[config.mk]
export PLATFORM = sky130hd
export DESIGN_NAME = sel_enc_seq
export DESIGN_NICKNAME = d
export VERILOG_FILES = /design/src/rtl/sel_enc_seq.sv
export SDC_FILE = /design/constraint.sdc
export NUM_CORES = 1
export LEC_CHECK = 0
export CAP_MARGIN = 40
export CORE_MARGIN = 3
export CORE_UTILIZATION = 40
export DETAILED_ROUTE_END_ITERATION = 12
export GPL_TIMING_DRIVEN = 0
export MAX_ROUTING_LAYER = met4
export PLACE_DENSITY_LB_ADDON = 0.2
export SYNTH_ARGS = -nofsm -noshare
export SYNTH_HDL_FRONTEND = slang
export SYNTH_SLANG_ARGS = --single-unit
[constraint.sdc]
create_clock -name clk -period 2 [get_ports clk]
set_input_delay 0.3 -clock clk [delete_from_list [all_inputs] [get_ports clk]]
set_output_delay 0.3 -clock clk [all_outputs]
set_load 0.02 [all_outputs]
[src/rtl/sel_enc_seq.sv]
// sel_enc_seq: control sequencer for register-transfer micro-sequences.
// On an accepted start it latches the instruction word and sequence select,
// then steps through T1..T3 emitting one-hot register strobes and datapath
// strobes. It ends in FIN with a one-cycle done pulse.
//
// Ports:
//   clk      system clock, rising edge
//   clr      asynchronous active-low reset
//   start    request a sequence (sampled in IDLE only)
//   op       00 = MOV (Ra <- Rb), 01 = LA (Ra <- Rb + C), others unsupported
//   ir       instruction word: Ra = ir[26:23], Rb = ir[22:19], C = ir[18:0]
//   Rin      register write-enable strobes (one-hot or zero)
//   Rout     register bus-drive strobes (one-hot or zero)
//   BAout    base-address strobe to R0
//   Yin, Zin, Zlowout, Cout, add   datapath strobes
//   c_sign   latched C sign-extended to 32 bits
//   busy     high whenever the sequencer is not idle
//   done     one-cycle pulse at the end of a sequence
//   err      flags an unsupported op; held until the next accepted start
module sel_enc_seq (
  input  logic        clk,
  input  logic        clr,
  input  logic        start,
  input  logic [1:0]  op,
  input  logic [31:0] ir,
  output logic [15:0] Rin,
  output logic [15:0] Rout,
  output logic        BAout,
  output logic        Yin,
  output logic        Zin,
  output logic        Zlowout,
  output logic        Cout,
  output logic        add,
  output logic [31:0] c_sign,
  output logic        busy,
  output logic        done,
  output logic        err
);

  localparam logic [1:0] OP_MOV = 2'b00;
  localparam logic [1:0] OP_LA  = 2'b01;

  typedef enum logic [2:0] {
    IDLE = 3'd0,
    T1   = 3'd1,
    T2   = 3'd2,
    T3   = 3'd3,
    FIN  = 3'd4
  } state_t;

  state_t      state_reg, state_next;
  logic [26:0] ir_reg, ir_next;
  logic [1:0]  op_reg, op_next;
  logic [15:0] rin_reg, rin_next;
  logic [15:0] rout_reg, rout_next;
  logic        baout_reg, baout_next;
  logic        yin_reg, yin_next;
  logic        zin_reg, zin_next;
  logic        zlowout_reg, zlowout_next;
  logic        cout_reg, cout_next;
  logic        add_reg, add_next;
  logic        busy_reg, busy_next;
  logic        done_reg, done_next;
  logic        err_reg, err_next;

  // The upper instruction bits carry no meaning for this sequencer.
  logic unused_ir_hi;
  assign unused_ir_hi = ^ir[31:27];

  // Register-number decoders. T1 strobes are registered on the same edge
  // that latches ir, so they decode the live input. The T3 write-back
  // decodes the latched copy.
  logic [15:0] ra_in_dec;
  logic [15:0] rb_in_dec;
  logic [15:0] ra_lat_dec;

  genvar gi;
  generate
    for (gi = 0; gi < 16; gi++) begin : g_dec
      assign ra_in_dec[gi]  = (ir[26:23] == 4'(gi));
      assign rb_in_dec[gi]  = (ir[22:19] == 4'(gi));
      assign ra_lat_dec[gi] = (ir_reg[26:23] == 4'(gi));
    end
  endgenerate

  // Next-state logic. The strobe values computed here belong to the state
  // being entered, so every strobe leaves a flop.
  always_comb begin
    state_next   = state_reg;
    ir_next      = ir_reg;
    op_next      = op_reg;
    err_next     = err_reg;
    rin_next     = '0;
    rout_next    = '0;
    baout_next   = 1'b0;
    yin_next     = 1'b0;
    zin_next     = 1'b0;
    zlowout_next = 1'b0;
    cout_next    = 1'b0;
    add_next     = 1'b0;
    done_next    = 1'b0;

    unique case (state_reg)
      IDLE: begin
        if (start) begin
          ir_next    = ir[26:0];
          op_next    = op;
          err_next   = 1'b0;
          state_next = T1;
          case (op)
            OP_MOV: begin
              rout_next = rb_in_dec;
              rin_next  = ra_in_dec;
            end
            OP_LA: begin
              // R0 drives zero under BAout, so Rb = 0 still yields Y = 0.
              rout_next  = rb_in_dec;
              baout_next = 1'b1;
              yin_next   = 1'b1;
            end
            default: ;
          endcase
        end
      end
      T1: begin
        case (op_reg)
          OP_MOV: begin
            state_next = FIN;
            done_next  = 1'b1;
          end
          OP_LA: begin
            state_next = T2;
            cout_next  = 1'b1;
            add_next   = 1'b1;
            zin_next   = 1'b1;
          end
          default: begin
            state_next = FIN;
            done_next  = 1'b1;
            err_next   = 1'b1;
          end
        endcase
      end
      T2: begin
        state_next   = T3;
        zlowout_next = 1'b1;
        rin_next     = ra_lat_dec;
      end
      T3: begin
        state_next = FIN;
        done_next  = 1'b1;
      end
      FIN: begin
        state_next = IDLE;
      end
      default: begin
        state_next = IDLE;
      end
    endcase

    busy_next = (state_next != IDLE);
  end

  always_ff @(posedge clk or negedge clr) begin
    if (!clr) begin
      state_reg   <= IDLE;
      ir_reg      <= '0;
      op_reg      <= '0;
      rin_reg     <= '0;
      rout_reg    <= '0;
      baout_reg   <= 1'b0;
      yin_reg     <= 1'b0;
      zin_reg     <= 1'b0;
      zlowout_reg <= 1'b0;
      cout_reg    <= 1'b0;
      add_reg     <= 1'b0;
      busy_reg    <= 1'b0;
      done_reg    <= 1'b0;
      err_reg     <= 1'b0;
    end else begin
      state_reg   <= state_next;
      ir_reg      <= ir_next;
      op_reg      <= op_next;
      rin_reg     <= rin_next;
      rout_reg    <= rout_next;
      baout_reg   <= baout_next;
      yin_reg     <= yin_next;
      zin_reg     <= zin_next;
      zlowout_reg <= zlowout_next;
      cout_reg    <= cout_next;
      add_reg     <= add_next;
      busy_reg    <= busy_next;
      done_reg    <= done_next;
      err_reg     <= err_next;
    end
  end

  assign Rin     = rin_reg;
  assign Rout    = rout_reg;
  assign BAout   = baout_reg;
  assign Yin     = yin_reg;
  assign Zin     = zin_reg;
  assign Zlowout = zlowout_reg;
  assign Cout    = cout_reg;
  assign add     = add_reg;
  assign busy    = busy_reg;
  assign done    = done_reg;
  assign err     = err_reg;

  assign c_sign = {{13{ir_reg[18]}}, ir_reg[18:0]};

endmodule
== After elaboration in Yosys (flattened, before gate mapping) ==
Index checks and enable logic that the tools add are counted.

* Output and inout port bits: 73
* Input port bits: 37
* Word-level logic and storage cells: 95
* Flip-flop bits (word level): 70

* Equal/unequal tests: 52
* Reductions and logical operators: 12
* Mux-type cells: 20

{| class="wikitable"
|+ Operators by type and width
! cell !! number
|-
| 4-bit == test, second input constant || 24
|-
| 16-bit 2-to-1 mux || 5
|-
| 4-bit by 3-bit == test with 1-bit output, second input constant || 12
|-
| 16-bit one-hot mux with 2 select lines || 1
|-
| 4-bit by 2-bit == test with 1-bit output, second input constant || 6
|-
| 4-bit by 1-bit == test with 1-bit output, second input constant || 3
|-
| 4-bit logical NOT || 3
|-
| 3-bit one-hot mux with 4 select lines || 1
|-
| 1-bit 2-to-1 mux || 9
|-
| 3-bit by 2-bit == test with 1-bit output, second input constant || 2
|-
| 3-bit 2-to-1 mux || 2
|-
| 2-bit by 1-bit == test with 1-bit output, second input constant || 2
|-
| 2-bit logical NOT || 2
|-
| 2-bit inequality test, second input constant || 2
|-
| 1-bit one-hot mux with 2 select lines || 2
|-
| 2-bit OR reduction || 2
|-
| 3-bit by 1-bit == test with 1-bit output, second input constant || 1
|-
| 3-bit logical NOT || 1
|-
| 3-bit AND reduction || 1
|-
| 3-bit nonzero test || 1
|-
| 2-bit AND reduction || 1
|-
| 2-bit nonzero test || 1
|}

== Logic depth before layout (Yosys ltp) ==
Gate-level depths: netlist (run 1).

* Depth after elaboration: 5
* Gate-level depth with buffers: 5
* Mapped depth without buffers: 3

== Worst setup path before layout (run 1) ==
Ideal clock, no wire load.

* Path kind: register to register
* Start: register state_reg[0]
* End: register ir_reg[10]
* Data arrival time: 1.435 ns
* Setup time: 0.125 ns
* Stages on the path, launching flop included: 6
* Path buffers: 2
* Clock period less this slack: 1.560 ns
* Path slack: 0.440 ns
* Required time: 1.875 ns
* Cells stage by stage: dfrtp_1 > nor3b_4 > and2b_1 > buf_6 > buf_6 > mux2_2

* Word-level cells in the longest chain between the ends: 2

{| class="wikitable"
|+ RTL lines
! item !! RTL line !! text
|-
| start, declared || 51 || <nowiki>state_t state_reg, state_next;</nowiki>
|-
| start signal, assigned || 181 || <nowiki>state_reg <= state_next;</nowiki>
|-
| 3-bit logical NOT || 103 || <nowiki>unique case (state_reg)</nowiki>
|-
| 2-bit AND reduction (no line) || - ||
|-
| end signal, assigned || 182 || <nowiki>ir_reg <= ir_next;</nowiki>
|-
| end, declared || 52 || <nowiki>logic [26:0] ir_reg, ir_next;</nowiki>
|}

Every way passes these cells.
A chain may end at the register's enable or synchronous reset.

== Final worst setup path (run 1) ==
* Start: register ir_reg[18]
* End: output c_sign[23]

{| class="wikitable"
|+ RTL lines
! item !! RTL line !! text
|-
| end, declared || 34 || <nowiki>output logic [31:0] c_sign,</nowiki>
|}

No word-level cell between the ends.

==> out/qor.json, run 1 <==
{
  "cts": {
    "post-cts-setup-buffers": 0,
    "ctsHoldBuffers": 0,
    "clock_edge_transition_at_the_registers_on_the_reported_setup_and_hold_paths_ns": 0.08,
    "cts_buffers": 9,
    "clock_latency_ns": 0.33,
    "ctsLongestPathBuffers": 2,
    "tritoncts_num_sinks": 66,
    "clock_tree_from_tritoncts": "done",
    "postCtsResizedCells": 1,
    "deepest_level_of_the_cts_h_tree": 3,
    "ctsRootBufferMaster": "clkbuf_8"
  },
  "sta": {
    "finalWorstPathRequiredPeriod_ns": 1.87,
    "clock-skew-final_ns": 0.00713,
    "rsz0062_at_grt": "false",
    "fmax_ghz": 0.535,
    "hold_violation_count_in_the_final_report": 0,
    "worst_slack_ns": 0.130,
    "totalNegativeSetupSlack_ns": 0,
    "timing.final.crit_share_pct": 93.5,
    "worst-slew-pin-transition_ns": 0.807,
    "setup_violations": 0,
    "maxSlewHeadroom_pct": 46.2,
    "hold_ws_ns": 0.0502,
    "maxSlewViolCount": 0
  },
  "pwr": {
    "worst_ir_drop_vdd_uv": 669,
    "power_per_cell_area_nw_per_um2": 1440,
    "fin_total_pwr_mw": 5.83,
    "power.static_leakage_nw": 1.77
  },
  "route": {
    "drt_wl_total_mm": 5.65,
    "route.detailed.vias_per_inst": 4.63,
    "via_count": 1894,
    "drcViolationCount": 0,
    "drt_first_pass_iters": 4,
    "wl_per_cell_um": 13.8,
    "drtAntennaViolNets": 0,
    "drt-initial-drc-count": 72
  },
  "logic_synthesis": {
    "synth_enable_flop_cells": 0,
    "synth-seq-cells": 66,
    "synth_sequential_area_ratio_pct": 60.8,
    "synth_warnings": 0,
    "post_synth_instance_area_um2": 2720,
    "async_reset_ff_share_pct": 100,
    "synth-main-ff-cell": "dfrtp_1",
    "netlist-cell-type-count": 29,
    "syn_inst": 212,
    "syn_avg_cell_area_um2": 12.8,
    "postSynthNetCount": 249
  },
  "floorplan": {
    "die_area_um2": 7820,
    "fp.coreArea_um2": 6460,
    "die_h_um": 88.4,
    "chipWidth_um": 88.4,
    "io_pins": 110,
    "floorplan.rows": 29,
    "initial_utilization_pct": 42.1
  },
  "global_route": {
    "first_global_vias": 1911,
    "gr-usage-all-layers_pct": 16.2,
    "antenna_violations_before_repair": 0,
    "largest_net_degree_at_the_start_of_global_routing": 67,
    "grt_pass1_wl_mm": 9.31,
    "grt_remaining_overflow": 0
  },
  "setup_path": {
    "rr_worst_depth": 3,
    "crit_path_max_fanout": 15,
    "critical_path.max_stage_delay_ns": 0.59,
    "timing.setup.critical_path_class": "flip-flop to output port",
    "ff2ff_setup_slack_ns": 0.24,
    "crit_path_cell_trace": "buf_4 -> clkdlybuf4s50_1",
    "crit-reg2reg-capture": "Rin[5]",
    "slowest_stage": "clkdlybuf4s50_1",
    "data_arrival_critical_path_ns": 1.57,
    "startpoint_types": "flip-flop",
    "timing.critical_path.to_type": "output port",
    "r2r-start": "state_reg[0]",
    "required_ns": 1.70
  },
  "place": {
    "place_area_um2": 3850,
    "place.detailed.instances": 393,
    "count_of_buffers_from_port_buffering": 104,
    "gp_congestion": 0.805,
    "dp_hpwl_mm": 4.13,
    "dp_slack_ns": -0.0783
  },
  "layout": {
    "stdcell_count": 409,
    "finalCoreUtilization_pct": 62.7,
    "register_area_um2": 1650,
    "most_common_cell_after_layout_fill_and_taps_aside": "clkdlybuf4s50_1",
    "combined_area_of_the_multi_input_logic_cells_um2": 764,
    "largest_register_ff_count": 23,
    "post-route-cell-area_um2": 4050,
    "antenna_cells_inserted": 0,
    "drive_above_1_share_pct": 26.5,
    "fillCellCount": 539,
    "layout_common_cells": "clkdlybuf4s50_1 (103), dfrtp_1 (65), buf_4 (36)",
    "syn_to_final_growth_pct": 49.0,
    "design.final.nets": 364
  },
  "outcome": {
    "status": "finished clean"
  },
  "job": {
    "drv.max_cap_violation_count": 0
  },
  "min_path": {
    "worstHoldPathType": "primary input to asynchronous set/reset pin"
  }
}
-- Yosys cell counts, types with 2 or more instances --
cell type	number	area (um2)
a21oi_1	2	10.0
buf_4	35	263
buf_6	3	33.8
dfrtp_1	66	1650
mux2_2	24	270
nand2_1	7	26.3
nand2b_1	6	37.5
nand3_1	4	20.0
nand4_1	3	18.8
nand4b_1	4	35.0
nor2_1	18	67.6
nor2b_1	3	18.8
nor3_1	5	25.0
o22ai_1	14	87.6
or2_2	4	25.0
-- worst max-delay path: cells and delay by family, from the launching register on --
family / cells / cell delay, ns
DFF: 1 / 0.50
buffers and inverters: 2 / 0.74
-- how the worst max path moves through the flow --
stage	slack, ns	end	from	depth (start not counted)
2_1_floorplan	0.44	ir_reg[10]	state_reg[0]	5
3_3_place_gp	-1.46	Rin[5]	clr	1
3_5_place_dp	-0.08	ir_reg[8]	start	6
4_1_cts	0.10	c_sign[23]	ir_reg[18]	2
5_1_grt	0.006	Rin[7]	state_reg[0]	3
6_report	0.13	c_sign[23]	ir_reg[18]	2
-- metal layers --
layer,vias up,GRT usage [%],wire length (um)
li1,934,-,-
met4,0,6.59,67
met5,-,-,0
met3,5,3.35,259
met1,902,20.3,2420
met2,53,25.6,2910
-- kinds of logic after synthesis --
group	Yosys count	share of synthesized area (%)
buffers and inverters	39	11.1
AOI/OAI and AO/OA	20	4.74
muxes	25	10.5
DFF	66	60.8
and+or+nand+nor	62	12.9
-- area by class of cell --
type	instances	area share, %
inverter	1	0.0928
buffer	38	7.33
multi-input combinational	107	18.9
clock inverter	6	1.64
sequential	66	40.8
tap	77	2.38
timing repair buffer	104	25.7
clock buffer	10	3.15
-- power by group --
group          switching, mW  leakage (nW)  internal, mW
logic                   1.14         0.822          1.61
registers              0.292         0.856          1.69
clock network          0.514        0.0889         0.578
Note: power is estimated with default switching activity, not from simulation.
==> inputs of run 2 (changes only) <==
--- a/config.mk
+++ b/config.mk
@@ -7,7 +7,7 @@
 export LEC_CHECK = 0
 export CAP_MARGIN = 40
 export CORE_MARGIN = 3
-export CORE_UTILIZATION = 40
+export CORE_UTILIZATION = 39
 export DETAILED_ROUTE_END_ITERATION = 12
 export GPL_TIMING_DRIVEN = 0
 export MAX_ROUTING_LAYER = met4
==> constraint.sdc (replaced) <==
create_clock -name clk -period 1.7 [get_ports clk]
set_input_delay 0.255 -clock clk [delete_from_list [all_inputs] [get_ports clk]]
set_output_delay 0.255 -clock clk [all_outputs]
set_load 0.02 [all_outputs]
==> run 2 against run 1 <==
Die area grew 2.4%. Clock skew shrank 0.0023 ns. Sequential power grew 18%. Cell count grew 0.24%. Via count grew 3.8%. Highest routed layer unchanged. First-iteration DRC count grew 24%. Total power grew 21%. Wire length grew 1.6%. Critical endpoint is now c_sign[13]. Global-route usage is essentially flat.
==> out/qor.json, run 2 (same netlist as run 1, synthesis figures left out) <==
{
  "cts": {
    "ctsRootBufferMaster": "clkbuf_8",
    "clock_latency": {"value": 0.34, "unit": "ns", "change": "about the same"},
    "ctsHoldBuffers": {"value": 0, "change": "unchanged"},
    "deepest_level_of_the_cts_h_tree": {"value": 3, "change": "unchanged"},
    "clock_tree_from_tritoncts": "done",
    "tritoncts_num_sinks": {"value": 66, "change": "unchanged"},
    "ctsLongestPathBuffers": {"value": 2, "change": "unchanged"},
    "clock_edge_transition_at_the_registers_on_the_reported_setup_and_hold_paths": {"value": 0.07, "unit": "ns", "change": "about the same"},
    "cts_buffers": {"value": 9, "change": "unchanged"}
  },
  "pwr": {
    "power.static_leakage": {"value": 1.86, "unit": "nW", "change": "+5.5%"},
    "power_per_cell_area": {"value": 1720, "unit": "nW/um2", "change": "+20%"},
    "fin_total_pwr": {"value": 7.08, "unit": "mW", "change": "+21%"},
    "worst_ir_drop_vdd": {"value": 806, "unit": "uV", "change": "+20%"}
  },
  "route": {
    "drt_wl_total": {"value": 5.74, "unit": "mm", "change": "+1.6%"},
    "wl_per_cell": {"value": 14.0, "unit": "um", "change": "+1.4%"},
    "via_count": {"value": 1966, "change": "+3.8%"},
    "drtAntennaViolNets": {"value": 0, "change": "unchanged"},
    "route.detailed.vias_per_inst": {"value": 4.80, "change": "+3.5%"},
    "drt-initial-drc-count": {"value": 89, "change": "+24%"},
    "drt_first_pass_iters": {"value": 4, "change": "unchanged"},
    "drcViolationCount": {"value": 0, "change": "unchanged"}
  },
  "sta": {
    "fmax_ghz": 0.612,
    "totalNegativeSetupSlack": {"value": 0, "unit": "ns", "change": "unchanged"},
    "clock-skew-final": {"value": 0.00483, "unit": "ns", "change": "-0.00230 ns"},
    "timing.final.crit_share_pct": 96.2,
    "hold_ws": {"value": 0.00217, "unit": "ns", "change": "-0.0481 ns"},
    "maxSlewHeadroom": {"value": 45.8, "unit": "%", "change": "-0.39 points"},
    "finalWorstPathRequiredPeriod_ns": 1.63,
    "setup_violations": {"value": 0, "change": "unchanged"},
    "maxSlewViolCount": {"value": 0, "change": "unchanged"},
    "worst-slew-pin-transition": {"value": 0.813, "unit": "ns", "change": "+0.00582 ns"},
    "rsz0062_at_grt": "false",
    "worst_slack": {"value": 0.0654, "unit": "ns", "change": "-0.0642 ns"},
    "hold_violation_count_in_the_final_report": {"value": 0, "change": "unchanged"}
  },
  "floorplan": {
    "die_h": {"value": 89.5, "unit": "um", "change": "+1.2%"},
    "floorplan.rows": {"value": 29, "change": "unchanged"},
    "fp.coreArea": {"value": 6530, "unit": "um2", "change": "+1.1%"},
    "die_area": {"value": 8000, "unit": "um2", "change": "+2.4%"},
    "io_pins": {"value": 110, "change": "unchanged"},
    "initial_utilization": {"value": 41.6, "unit": "%", "change": "-0.47 points"},
    "chipWidth": {"value": 89.5, "unit": "um", "change": "+1.2%"}
  },
  "setup_path": {
    "startpoint_types": "flip-flop",
    "critical_path.max_stage_delay": {"value": 0.60, "unit": "ns", "change": "about the same"},
    "timing.setup.critical_path_class": "flip-flop to output port",
    "cp_top_family": "buffers and inverters",
    "slowest_stage": "clkdlybuf4s50_1",
    "crit-reg2reg-capture": "ir_reg[4]",
    "crit_path_cell_trace": "buf_4 -> clkdlybuf4s50_1",
    "r2r-start": "state_reg[1]",
    "data_arrival_critical_path": {"value": 1.38, "unit": "ns", "change": "-0.19 ns"},
    "crit_path_max_fanout": {"value": 2, "change": "-13"},
    "required": {"value": 1.44, "unit": "ns", "change": "-0.26 ns"},
    "timing.critical_path.to_type": "output port",
    "cp.buffers_inverters": {"value": 2, "change": "unchanged"},
    "rr_worst_depth": {"value": 5, "change": "+2"},
    "ff2ff_setup_slack": {"value": 0.10, "unit": "ns", "change": "-0.14 ns"}
  },
  "place": {
    "gp_congestion": {"value": 0.820, "change": "+1.9%"},
    "dp_hpwl": {"value": 4.09, "unit": "mm", "change": "-0.85%"},
    "count_of_buffers_from_port_buffering": {"value": 104, "change": "unchanged"},
    "dp_slack": {"value": -0.356, "unit": "ns", "change": "-0.278 ns"}
  },
  "global_route": {
    "gr-usage-all-layers": {"value": 16.1, "unit": "%", "change": "-0.042 points"},
    "first_global_vias": {"value": 1972, "change": "+3.2%"},
    "grt_remaining_overflow": {"value": 0, "change": "unchanged"},
    "antenna_violations_before_repair": {"value": 0, "change": "unchanged"},
    "largest_net_degree_at_the_start_of_global_routing": {"value": 67, "change": "unchanged"},
    "grt_pass1_wl": {"value": 9.45, "unit": "mm", "change": "+1.6%"}
  },
  "layout": {
    "finalCoreUtilization": {"value": 62.9, "unit": "%", "change": "+0.26 points"},
    "most_common_cell_after_layout_fill_and_taps_aside": "clkdlybuf4s50_1",
    "drive_above_1_share": {"value": 28.2, "unit": "%", "change": "+1.7 points"},
    "antenna_cells_inserted": {"value": 0, "change": "unchanged"},
    "largest_register_ff_count": {"value": 23, "change": "unchanged"},
    "layout_common_cells": "clkdlybuf4s50_1 (86), dfrtp_1 (63), buf_4 (38)",
    "design.final.nets": {"value": 365, "change": "+0.27%"},
    "syn_to_final_growth_pct": 51.3
  },
  "job": {
    "drv.max_cap_violation_count": {"value": 0, "change": "unchanged"}
  },
  "min_path": {
    "worstHoldPathType": "primary input to asynchronous set/reset pin"
  },
  "outcome": {
    "status": "finished clean"
  }
}
run 2: cell types whose count changed in the layout (fill, tap and decap cells not counted), sizes merged:
| cell | delta |
|---|---|
| dlygate4sd2 | +13 |
| inv | -1 |
| dlymetal6s2s | +3 |
| clkinvlp | -1 |
| buf | +2 |
| clkdlybuf4s50 | -17 |
| bufinv | +2 |
run 2: what timing repair did:
item / CTS / global route
setup buffers: 2 / 0
pin swaps: 1 / 0
endpoints found under the setup margin: 46 / 27
gates resized for setup: 18 / 4
run 2: routing by layer:
| metal | track usage (%) | vias to the layer above | share of wire (%) | wire length [um] |
|---|---|---|---|---|
| met5 | - | - | 0 | 0 |
| met4 | 7.31 | 0 | 1.5 | 85 |
| met3 | 3.50 | 8 | 4.7 | 267 |
| met2 | 26.3 | 63 | 53 | 3050 |
| met1 | 19.1 | 960 | 41 | 2340 |
| li1 | - | 935 | - | - |
run 2: per-stage QoR:
| stage | cell area (um2) | instances |
|---|---|---|
| final | 4110 | 410 |
| after floorplan | 2720 | 212 |
| after detailed placement | 3850 | 393 |
| after CTS | 4110 | 411 |
| after global placement | 3850 | 393 |
| after global routing | 4110 | 410 |
run 2: how the worst max path moves through the flow:
| stage | startpoint | end | slack (ns) | depth (start not counted) |
|---|---|---|---|---|
| after floorplan | state_reg[0] | ir_reg[10] | 0.14 | 5 |
| after global placement | clr | Rin[6] | -1.77 | 1 |
| after detailed placement | start | ir_reg[10] | -0.36 | 6 |
| after CTS | ir_reg[18] | c_sign[18] | 0.01 | 3 |
| after global routing | ir_reg[7] | c_sign[7] | 0.001 | 2 |
| final | ir_reg[13] | c_sign[13] | 0.07 | 2 |
run 2: layout make-up:
cell class | count | area (um2)
sequential | 66 | 1660
clock buffer | 10 | 138
tap | 77 | 96.3
timing repair buffer | 105 | 1030
inverter | 1 | 3.75
buffer | 38 | 297
multi-input combinational | 107 | 771
clock inverter | 6 | 114
fill | 552 | 2420
run 2: where the power goes:
group / internal, mW / switching, mW
Sequential: 1.99 / 0.348
Combinational: 1.79 / 1.35
Clock: 1.02 / 0.595
